**src/rtl/snake_pkg.sv**
```systemverilog
// Shared definitions for the snake game speed scheduler.
// State encodings are also consumed by the game FSM and the debug LEDs.
package snake_pkg;

   typedef enum logic [1:0] {
      IDLE   = 2'd0,
      RUN    = 2'd1,
      PAUSED = 2'd2,
      OVER   = 2'd3
   } speed_state_t;

   function automatic logic can_start(speed_state_t s);
      return (s == IDLE) || (s == OVER);
   endfunction

endpackage

```
**src/rtl/snake_frame_div.sv**
```systemverilog
// Frame divider: counts frame_start pulses and emits a registered tick every `period` frames.
// The >= compare lets a shortened period take effect without wrap or missed ticks.
module snake_frame_div #(
   parameter int FRAME_W = 6
) (
   input  logic               clk,
   input  logic               reset,
   input  logic               clear,
   input  logic               en,
   input  logic               frame_start,
   input  logic [FRAME_W-1:0] period,
   output logic               tick
);

   logic [FRAME_W-1:0] frame_cnt;

   always_ff @(posedge clk) begin
      if (reset) begin
         frame_cnt <= '0;
         tick      <= 1'b0;
      end else begin
         tick <= 1'b0;
         if (clear) begin
            frame_cnt <= '0;
         end else if (en && frame_start) begin
            if (frame_cnt >= period - FRAME_W'(1)) begin
               frame_cnt <= '0;
               tick      <= 1'b1;
            end else begin
               frame_cnt <= frame_cnt + FRAME_W'(1);
            end
         end
      end
   end

endmodule

```
**src/rtl/snake_speed_ctrl.sv**
```systemverilog
// Game-speed scheduler: run/pause/over FSM, food-driven level, period and move_tick generation.
// Optional SNAKE_SPEED_BOOST_EN adds a `boost` input that halves the effective period in RUN.
module snake_speed_ctrl
   import snake_pkg::*;
#(
   parameter int FRAME_W        = 6,
   parameter int LEVEL_W        = 4,
   parameter int BASE_PERIOD    = 12,
   parameter int STEP           = 1,
   parameter int MIN_PERIOD     = 3,
   parameter int MAX_LEVEL      = 9,
   parameter int FOOD_PER_LEVEL = 4
) (
   input  logic               clk,
   input  logic               reset,
   input  logic               frame_start,
   input  logic               start,
   input  logic               pause,
   input  logic               food_eaten,
   input  logic               game_over,
`ifdef SNAKE_SPEED_BOOST_EN
   input  logic               boost,
`endif
   output logic               move_tick,
   output logic [LEVEL_W-1:0] level,
   output logic [FRAME_W-1:0] period,
   output logic               running
);

   localparam int PW     = FRAME_W + LEVEL_W;
   localparam int FOOD_W = (FOOD_PER_LEVEL > 1) ? $clog2(FOOD_PER_LEVEL) : 1;

   speed_state_t       state, state_next;
   logic               pause_d, pause_rise;
   logic               clear, div_en;
   logic [FOOD_W-1:0]  food_cnt;
   logic [PW-1:0]      prod;
   logic [FRAME_W-1:0] base_period, eff_period;

   assign pause_rise = pause & ~pause_d;

   always_comb begin
      state_next = state;
      case (state)
         IDLE:    if (start) state_next = RUN;
         RUN:     if (game_over) state_next = OVER;
                  else if (pause_rise) state_next = PAUSED;
         PAUSED:  if (game_over) state_next = OVER;
                  else if (pause_rise) state_next = RUN;
         OVER:    if (start) state_next = RUN;
         default: state_next = IDLE;
      endcase
   end

   assign clear  = can_start(state) && start;
   // Counting only while staying in RUN keeps ticks from surfacing in PAUSED/OVER.
   assign div_en = (state == RUN) && (state_next == RUN);

   always_ff @(posedge clk) begin
      if (reset) begin
         state    <= IDLE;
         pause_d  <= 1'b0;
         running  <= 1'b0;
         food_cnt <= '0;
         level    <= '0;
      end else begin
         state   <= state_next;
         pause_d <= pause;
         running <= (state_next == RUN);
         if (clear) begin
            food_cnt <= '0;
            level    <= '0;
         end else if ((state == RUN) && food_eaten) begin
            if (food_cnt == FOOD_W'(FOOD_PER_LEVEL - 1)) begin
               food_cnt <= '0;
               if (level != LEVEL_W'(MAX_LEVEL))
                  level <= level + LEVEL_W'(1);
            end else begin
               food_cnt <= food_cnt + FOOD_W'(1);
            end
         end
      end
   end

   always_comb begin
      prod = PW'(level) * PW'(STEP);
      if (prod >= PW'(BASE_PERIOD - MIN_PERIOD))
         base_period = FRAME_W'(MIN_PERIOD);
      else
         base_period = FRAME_W'(PW'(BASE_PERIOD) - prod);
   end

`ifdef SNAKE_SPEED_BOOST_EN
   always_comb begin
      eff_period = base_period;
      if (boost && (state == RUN)) begin
         eff_period = base_period >> 1;
         if (eff_period == '0)
            eff_period = FRAME_W'(1);
      end
   end
`else
   assign eff_period = base_period;
`endif

   assign period = eff_period;

   snake_frame_div #(
      .FRAME_W (FRAME_W)
   ) u_div (
      .clk         (clk),
      .reset       (reset),
      .clear       (clear),
      .en          (div_en),
      .frame_start (frame_start),
      .period      (eff_period),
      .tick        (move_tick)
   );

endmodule

```
**config.mk**
```make
export PLATFORM = sky130hd
export DESIGN_NAME = snake_speed_ctrl
export DESIGN_NICKNAME = d
export VERILOG_FILES = /design/src/rtl/snake_pkg.sv /design/src/rtl/snake_frame_div.sv /design/src/rtl/snake_speed_ctrl.sv
export SDC_FILE = /design/constraint.sdc
export NUM_CORES = 1
export LEC_CHECK = 0
export ABC_AREA = 1
export CAP_MARGIN = 20
export CORE_MARGIN = 5
export CORE_UTILIZATION = 50
export DETAILED_ROUTE_END_ITERATION = 6
export GPL_TIMING_DRIVEN = 0
export PLACE_DENSITY = 0.79
export SYNTH_ARGS = -nofsm -noshare
export SYNTH_HDL_FRONTEND = slang
export SYNTH_SLANG_ARGS = --single-unit
export TNS_END_PERCENT = 100
```
**constraint.sdc**
```tcl
create_clock -name clk -period 2.8 [get_ports clk]
set_input_delay 0.42 -clock clk [delete_from_list [all_inputs] [get_ports clk]]
set_output_delay 0.42 -clock clk [all_outputs]
set_load 0.02 [all_outputs]
```
* Word-level counts from Yosys, hierarchy flattened
Cells that the tools add are included.
** Word-level totals
- Flip-flop bits (word level) :: 17
- Input bits :: 7
- Output and inout bits :: 12
** Operators by class
- Add/sub/neg operators :: 5
- Order comparisons :: 2
- Eq/ne operators :: 6
- Mux-type cells :: 10
- Bitwise operators :: 3
- Reductions and logical operators :: 10
** Operators with widths (count)
- 2-to-1 mux 2 bit :: 6
- 2-to-1 mux 6 bit :: 2
- adder 6 x 1 -> 6 bit (second input constant) :: 1
- == test 2 bit (second input constant) :: 3
- greater-or-equal comparator 6 bit :: 1
- one-hot mux 2 bit (3 select lines) :: 1
- subtractor 6 x 1 -> 6 bit (second input constant) :: 1
- subtractor 4 x 4 -> 5 bit (first input constant) :: 1
- adder 4 x 1 -> 4 bit (second input constant) :: 1
- == test 2 x 1 -> 1 bit (second input constant) :: 2
- greater-or-equal comparator 4 bit (second input constant) :: 1
- logical AND 1 bit :: 4
- != test 4 bit (second input constant) :: 1
- OR reduction 2 bit :: 2
- AND reduction 3 bit :: 1
- OR reduction 3 bit :: 1
- adder 2 x 1 -> 2 bit (second input constant) :: 1
- logical NOT 2 bit :: 1
- NOT 1 bit :: 2
- bitwise AND 1 bit :: 1
- logical OR 1 bit :: 1
- 2-to-1 mux 1 bit :: 1

* Logic depth before layout (Yosys ltp)
- Depth after elaboration :: 10
- Gate-level depth with buffers :: 20
- Gate-level depth less buffers :: 20

* Cells and area by module
Synthesis repeated with hierarchy kept, for this count alone.
** Second synthesis, totals
- Cell total of the unflattened synthesis :: 177
- Area total of the unflattened synthesis :: 1262.5 um2
** By module, submodules not included
- snake_speed_ctrl :: times used 1, cells each 97, area each 685.7 um2, sequential area each 200.2 um2
- snake_frame_div :: times used 1, cells each 80, area each 576.8 um2, sequential area each 140.1 um2

* Worst setup path after synthesis
Ideal clock, no wire load.
- Kind :: register to register
- Start :: register level[0]
- End :: register u_div.frame_cnt[1]
- Library setup time :: 62 ps
- Arrival time :: 2407 ps
- Data required time :: 2738 ps
- Setup slack :: 331 ps
- Cell stages (with the launch flop) :: 21
- Path buffers :: 0
- Period minus slack after synthesis :: 2469 ps
- Cell sequence :: dfxtp_1 inv_1 ha_1 nand2_1 nand2_1 nand2_2 inv_1 nand2_1 inv_1 nor3_1 nand2_1 ha_1 nand2_1 inv_1 nand2_1 nand2_1 a21oi_2 nand2_1 nand2_2 nand2_1 nor2_2
** Between the ends
- Longest elaborated chain between the ends :: 5
- Elaborated cells on any way between the ends :: 6
- Those cells by class :: add/sub: 2; order compare: 2; mux: 2
** RTL lines
- start, declared :: line snake_speed_ctrl.sv:25 : output logic [LEVEL_W-1:0] level,
- start signal, assigned :: line snake_speed_ctrl.sv:77 : level <= level + LEVEL_W'(1);
- subtractor 4 x 4 -> 5 bit or greater-or-equal comparator 4 bit (tied branches) :: line snake_speed_ctrl.sv:90, snake_speed_ctrl.sv:87
- 2-to-1 mux 6 bit * :: line snake_speed_ctrl.sv:87 : if (prod >= PW'(BASE_PERIOD - MIN_PERIOD))
- named net period[2] :: line snake_speed_ctrl.sv:26 : output logic [FRAME_W-1:0] period,
- subtractor 6 x 1 -> 6 bit * :: line snake_frame_div.sv:26 : if (frame_cnt >= period - FRAME_W'(1)) begin
- greater-or-equal comparator 6 bit * :: line snake_frame_div.sv:26
- 2-to-1 mux 6 bit * :: line snake_frame_div.sv:26
- end signal, assigned :: line snake_frame_div.sv:30 : frame_cnt <= frame_cnt + FRAME_W'(1);
- end, declared :: line snake_frame_div.sv:15 : logic [FRAME_W-1:0] frame_cnt;
Mark *: on every way through the listed nets, which the timed path passes. The rest lies on a longest branch.
A chain may end at the register's enable or synchronous reset.

* Final worst setup path
- Start :: register level[1]
- End :: register u_div.frame_cnt[1]
** Between the ends
- Longest elaborated chain between the ends :: 5
- Elaborated cells on any way between the ends :: 6
- Those cells by class :: add/sub: 2; order compare: 2; mux: 2
** RTL lines (line)
- subtractor 4 x 4 -> 5 bit or greater-or-equal comparator 4 bit (tied branches) :: snake_speed_ctrl.sv:90, snake_speed_ctrl.sv:87
- 2-to-1 mux 6 bit * :: snake_speed_ctrl.sv:87
- subtractor 6 x 1 -> 6 bit * :: snake_frame_div.sv:26
- greater-or-equal comparator 6 bit * :: snake_frame_div.sv:26
- 2-to-1 mux 6 bit * :: snake_frame_div.sv:26
Mark *: on every way between the ends. The rest lies on a longest branch, timed or not.

==> flow_summary.ini <==
[layout]
layout_cells_sized_above_1 = 0.145
final_core_util = 0.615
fill_cell_instance_count_of_the_final_layout = 229
mostFrequentLayoutCells = 56 x nand2_1, 29 x inv_1, 16 x ha_1, 16 x dfxtp_1, 16 x clkdlybuf4s50_1
final_area_um2 = 1500
most_common_cell_after_layout_fill_and_taps_aside = nand2_1
finish.cell_count_without_fillers = 237
antenna_cells_inserted = 0
finalNetCount = 231
area_growth_pct = 19.0

[placed_design]
pre_cts_ws_ps = 203
dpl.cell_count = 233
hpwlAfterDp_um = 2010
gpl.final_weighted_congestion = 0.882
dpl-instance-area_um2 = 1460
io_buffers = 16

[cts]
clk-insertion-delay-late_ps = 290
cts_hold_buf = 0
cts_max_path_buffers = 2
tritoncts.num_buffers = 3
cts.sinks = 17
cts-resized-gates = 0
cts_tree = done
postCtsSetupRepairBufs = 0
cts.root.buffer_cell = clkbuf_4
clkTransAtPathRegs_ps = 100
ctsHtreeMaxLevel = 1

[floorplan]
die_y_um = 60.2
initial_util = 0.517
fp-row-count = 18
die_area_um2 = 3620
dieWidth_um = 60.2
io-pin-count = 19
core_um2 = 2430

[synthesis]
yosysWarnings = 0
synthesis.instances = 186
postSynthAreaPerCell_um2 = 6.76
ys_seq_area_frac = 0.271
area_of_the_mapped_netlist_um2 = 1260
synth_cell_types = 24
synth.ff_latch_count = 17

[power_and_ir_drop]
p_int_uw = 485
power_density_nw_per_um2 = 557
power.ir.vdd_worst_mv = 0.460
power_frac_seq = 0.381
p_leak_nw = 0.730
clock_power_share = 0.159
p_comb_frac = 0.460
switchingPower_uw = 348
fraction_of_power_spent_switching_nets = 0.417
power_uw = 833

[critical_path]
cpMaxStageDelayCell = dfxtp_1
required_time_reported_for_the_critical_path_endpoint_ps = 3040
critical_path.endpoint_type = flip-flop
maximum_single_stage_delay_on_the_critical_path_ps = 400
cp_max_fo = 7
path_class = reg -> reg
critPathArrivalTime_ps = 2720
critical-path-top-cell-by-count = nand2_1
crit_path_cell_trace = inv_1, ha_1, nand3_2, nand2_2, nor2_2, ha_1, nand3b_1, ha_1, nand2_1, inv_1, nand2_1, nand2_1, a21oi_4, nand2_1, nand2_2, nand2_1, nor2_2
critPathLaunchType = flip-flop

[global_route]
largest_net_degree_at_the_start_of_global_routing = 11
via_count_of_the_first_global_routing_pass = 1135
globalRouteOverflowTotal = 0
grt_first_pass_wirelength_um = 4440
grt.total_usage = 0.164
number_of_antenna_violations_at_the_first_check_in_global_routing = 0

[outcome]
outcome = complete, no violations

[routing]
drt-vias-per-instance = 4.91
drt-initial-drc-count = 34
wl_per_cell_um = 10.6
detail_route.first_pass.iterations = 4
detail-route-antenna-nets = 0
dr_total_vias = 1164
route.detailed.drc = 0
wl_um = 2520

[sta]
post-route-min-period_ps = 2480
hold-worst-slack_ps = 476
post-route-period-util = 0.886
final_count_of_negative_setup_slack_endpoints = 0
skew_ps = 2.23
drv_slew = 0
hold_violations = 0
setup_total_negative_slack_ps = 0
rsz0062_at_grt = no
fmax_mhz = 403
final_worst_path_setup_slack_ps = 318

[worst_hold_path]
hold_path.class = reg -> reg

[run]
max-cap-violations = 0
-- worst max-delay path: cells and delay by family, from the launching register on --
kind / cells / cell delay, ps
DFF: 1 / 400
adders and majority gates: 3 / 680
buffers and inverters: 2 / 160
AOI/OAI and AO/OA: 1 / 210
and+or+nand+nor: 11 / 970
-- path summary, 6_finish.rpt --
check | start | end | slack (ps) | cells after the start
setup / recovery | level[1] | u_div.frame_cnt[1] | 320 | 17
hold / removal | food_cnt[1] | food_cnt[1] | 480 | 2
setup reg to reg | level[1] | u_div.frame_cnt[1] | 320 | 17
hold reg to reg | food_cnt[1] | food_cnt[1] | 480 | 2
-- layout make-up --
type | count | area (um2) | share of cell area
flip-flops and latches | 17 | 342 | 0.228
clock buffers | 4 | 26.3 | 0.0176
well taps | 30 | 37.5 | 0.0251
multi-input cells | 137 | 788 | 0.527
repair buffers | 16 | 160 | 0.107
inverters | 30 | 113 | 0.0753
plain buffers | 3 | 30.0 | 0.0201
-- cells in the mapped netlist --
cell / count / area, um2
nand3b_1: 1 / 7.51
nand2_2: 5 / 31.3
a21oi_2: 1 / 8.76
nor2_1: 13 / 48.8
buf_8: 1 / 15.0
inv_1: 29 / 109
nand3_2: 2 / 20.0
nand4_1: 1 / 6.26
nand3_1: 5 / 25.0
nor3_1: 4 / 20.0
xor2_1: 1 / 8.76
conb_1: 1 / 3.75
inv_2: 1 / 3.75
nor2_2: 12 / 75.1
nand2_1: 56 / 210
o21ai_1: 2 / 10.0
dfxtp_1: 17 / 340
xnor2_1: 2 / 17.5
ha_1: 16 / 200
buf_4: 2 / 15.0
o21ai_0: 3 / 15.0
nor3b_1: 2 / 15.0
a21oi_1: 8 / 40.0
nor2_4: 1 / 11.3
-- power groups by stage --
stage	Clock (mW)	Combinational, mW	Sequential, mW
2_1_floorplan	0	0.298	0.320
3_3_place_gp	0	0.360	0.321
3_5_place_dp	0	0.379	0.322
4_1_cts	0.137	0.381	0.317
5_1_grt	0.154	0.441	0.324
6_report	0.133	0.383	0.317
-- flip-flops by register name (all words and copies together) (netlist names) --
register	flops
food_cnt	2
level	4
pause_d	1
running	1
state	2
u_div.frame_cnt	6
u_div.tick	1
-- cells by family after synthesis --
logic type               synth area share
adder cells (fa/ha/maj)             0.159
buffers and inverters               0.113
other                             0.00298
flip-flops                          0.271
AO/OA/AOI/OAI                      0.0587
AND/OR/NAND/NOR                     0.374
XOR/XNOR                           0.0209
-- routing by layer --
layer / GRT usage / wire length [um] / vias up
li1: - / - / 610
met1: 0.166 / 989 / 515
met2: 0.309 / 1340 / 33
met3: 0.0346 / 144 / 6
met4: 0.0854 / 51 / 0
met5: 0 / 0 / -
Power figures use the tool's default switching activity.
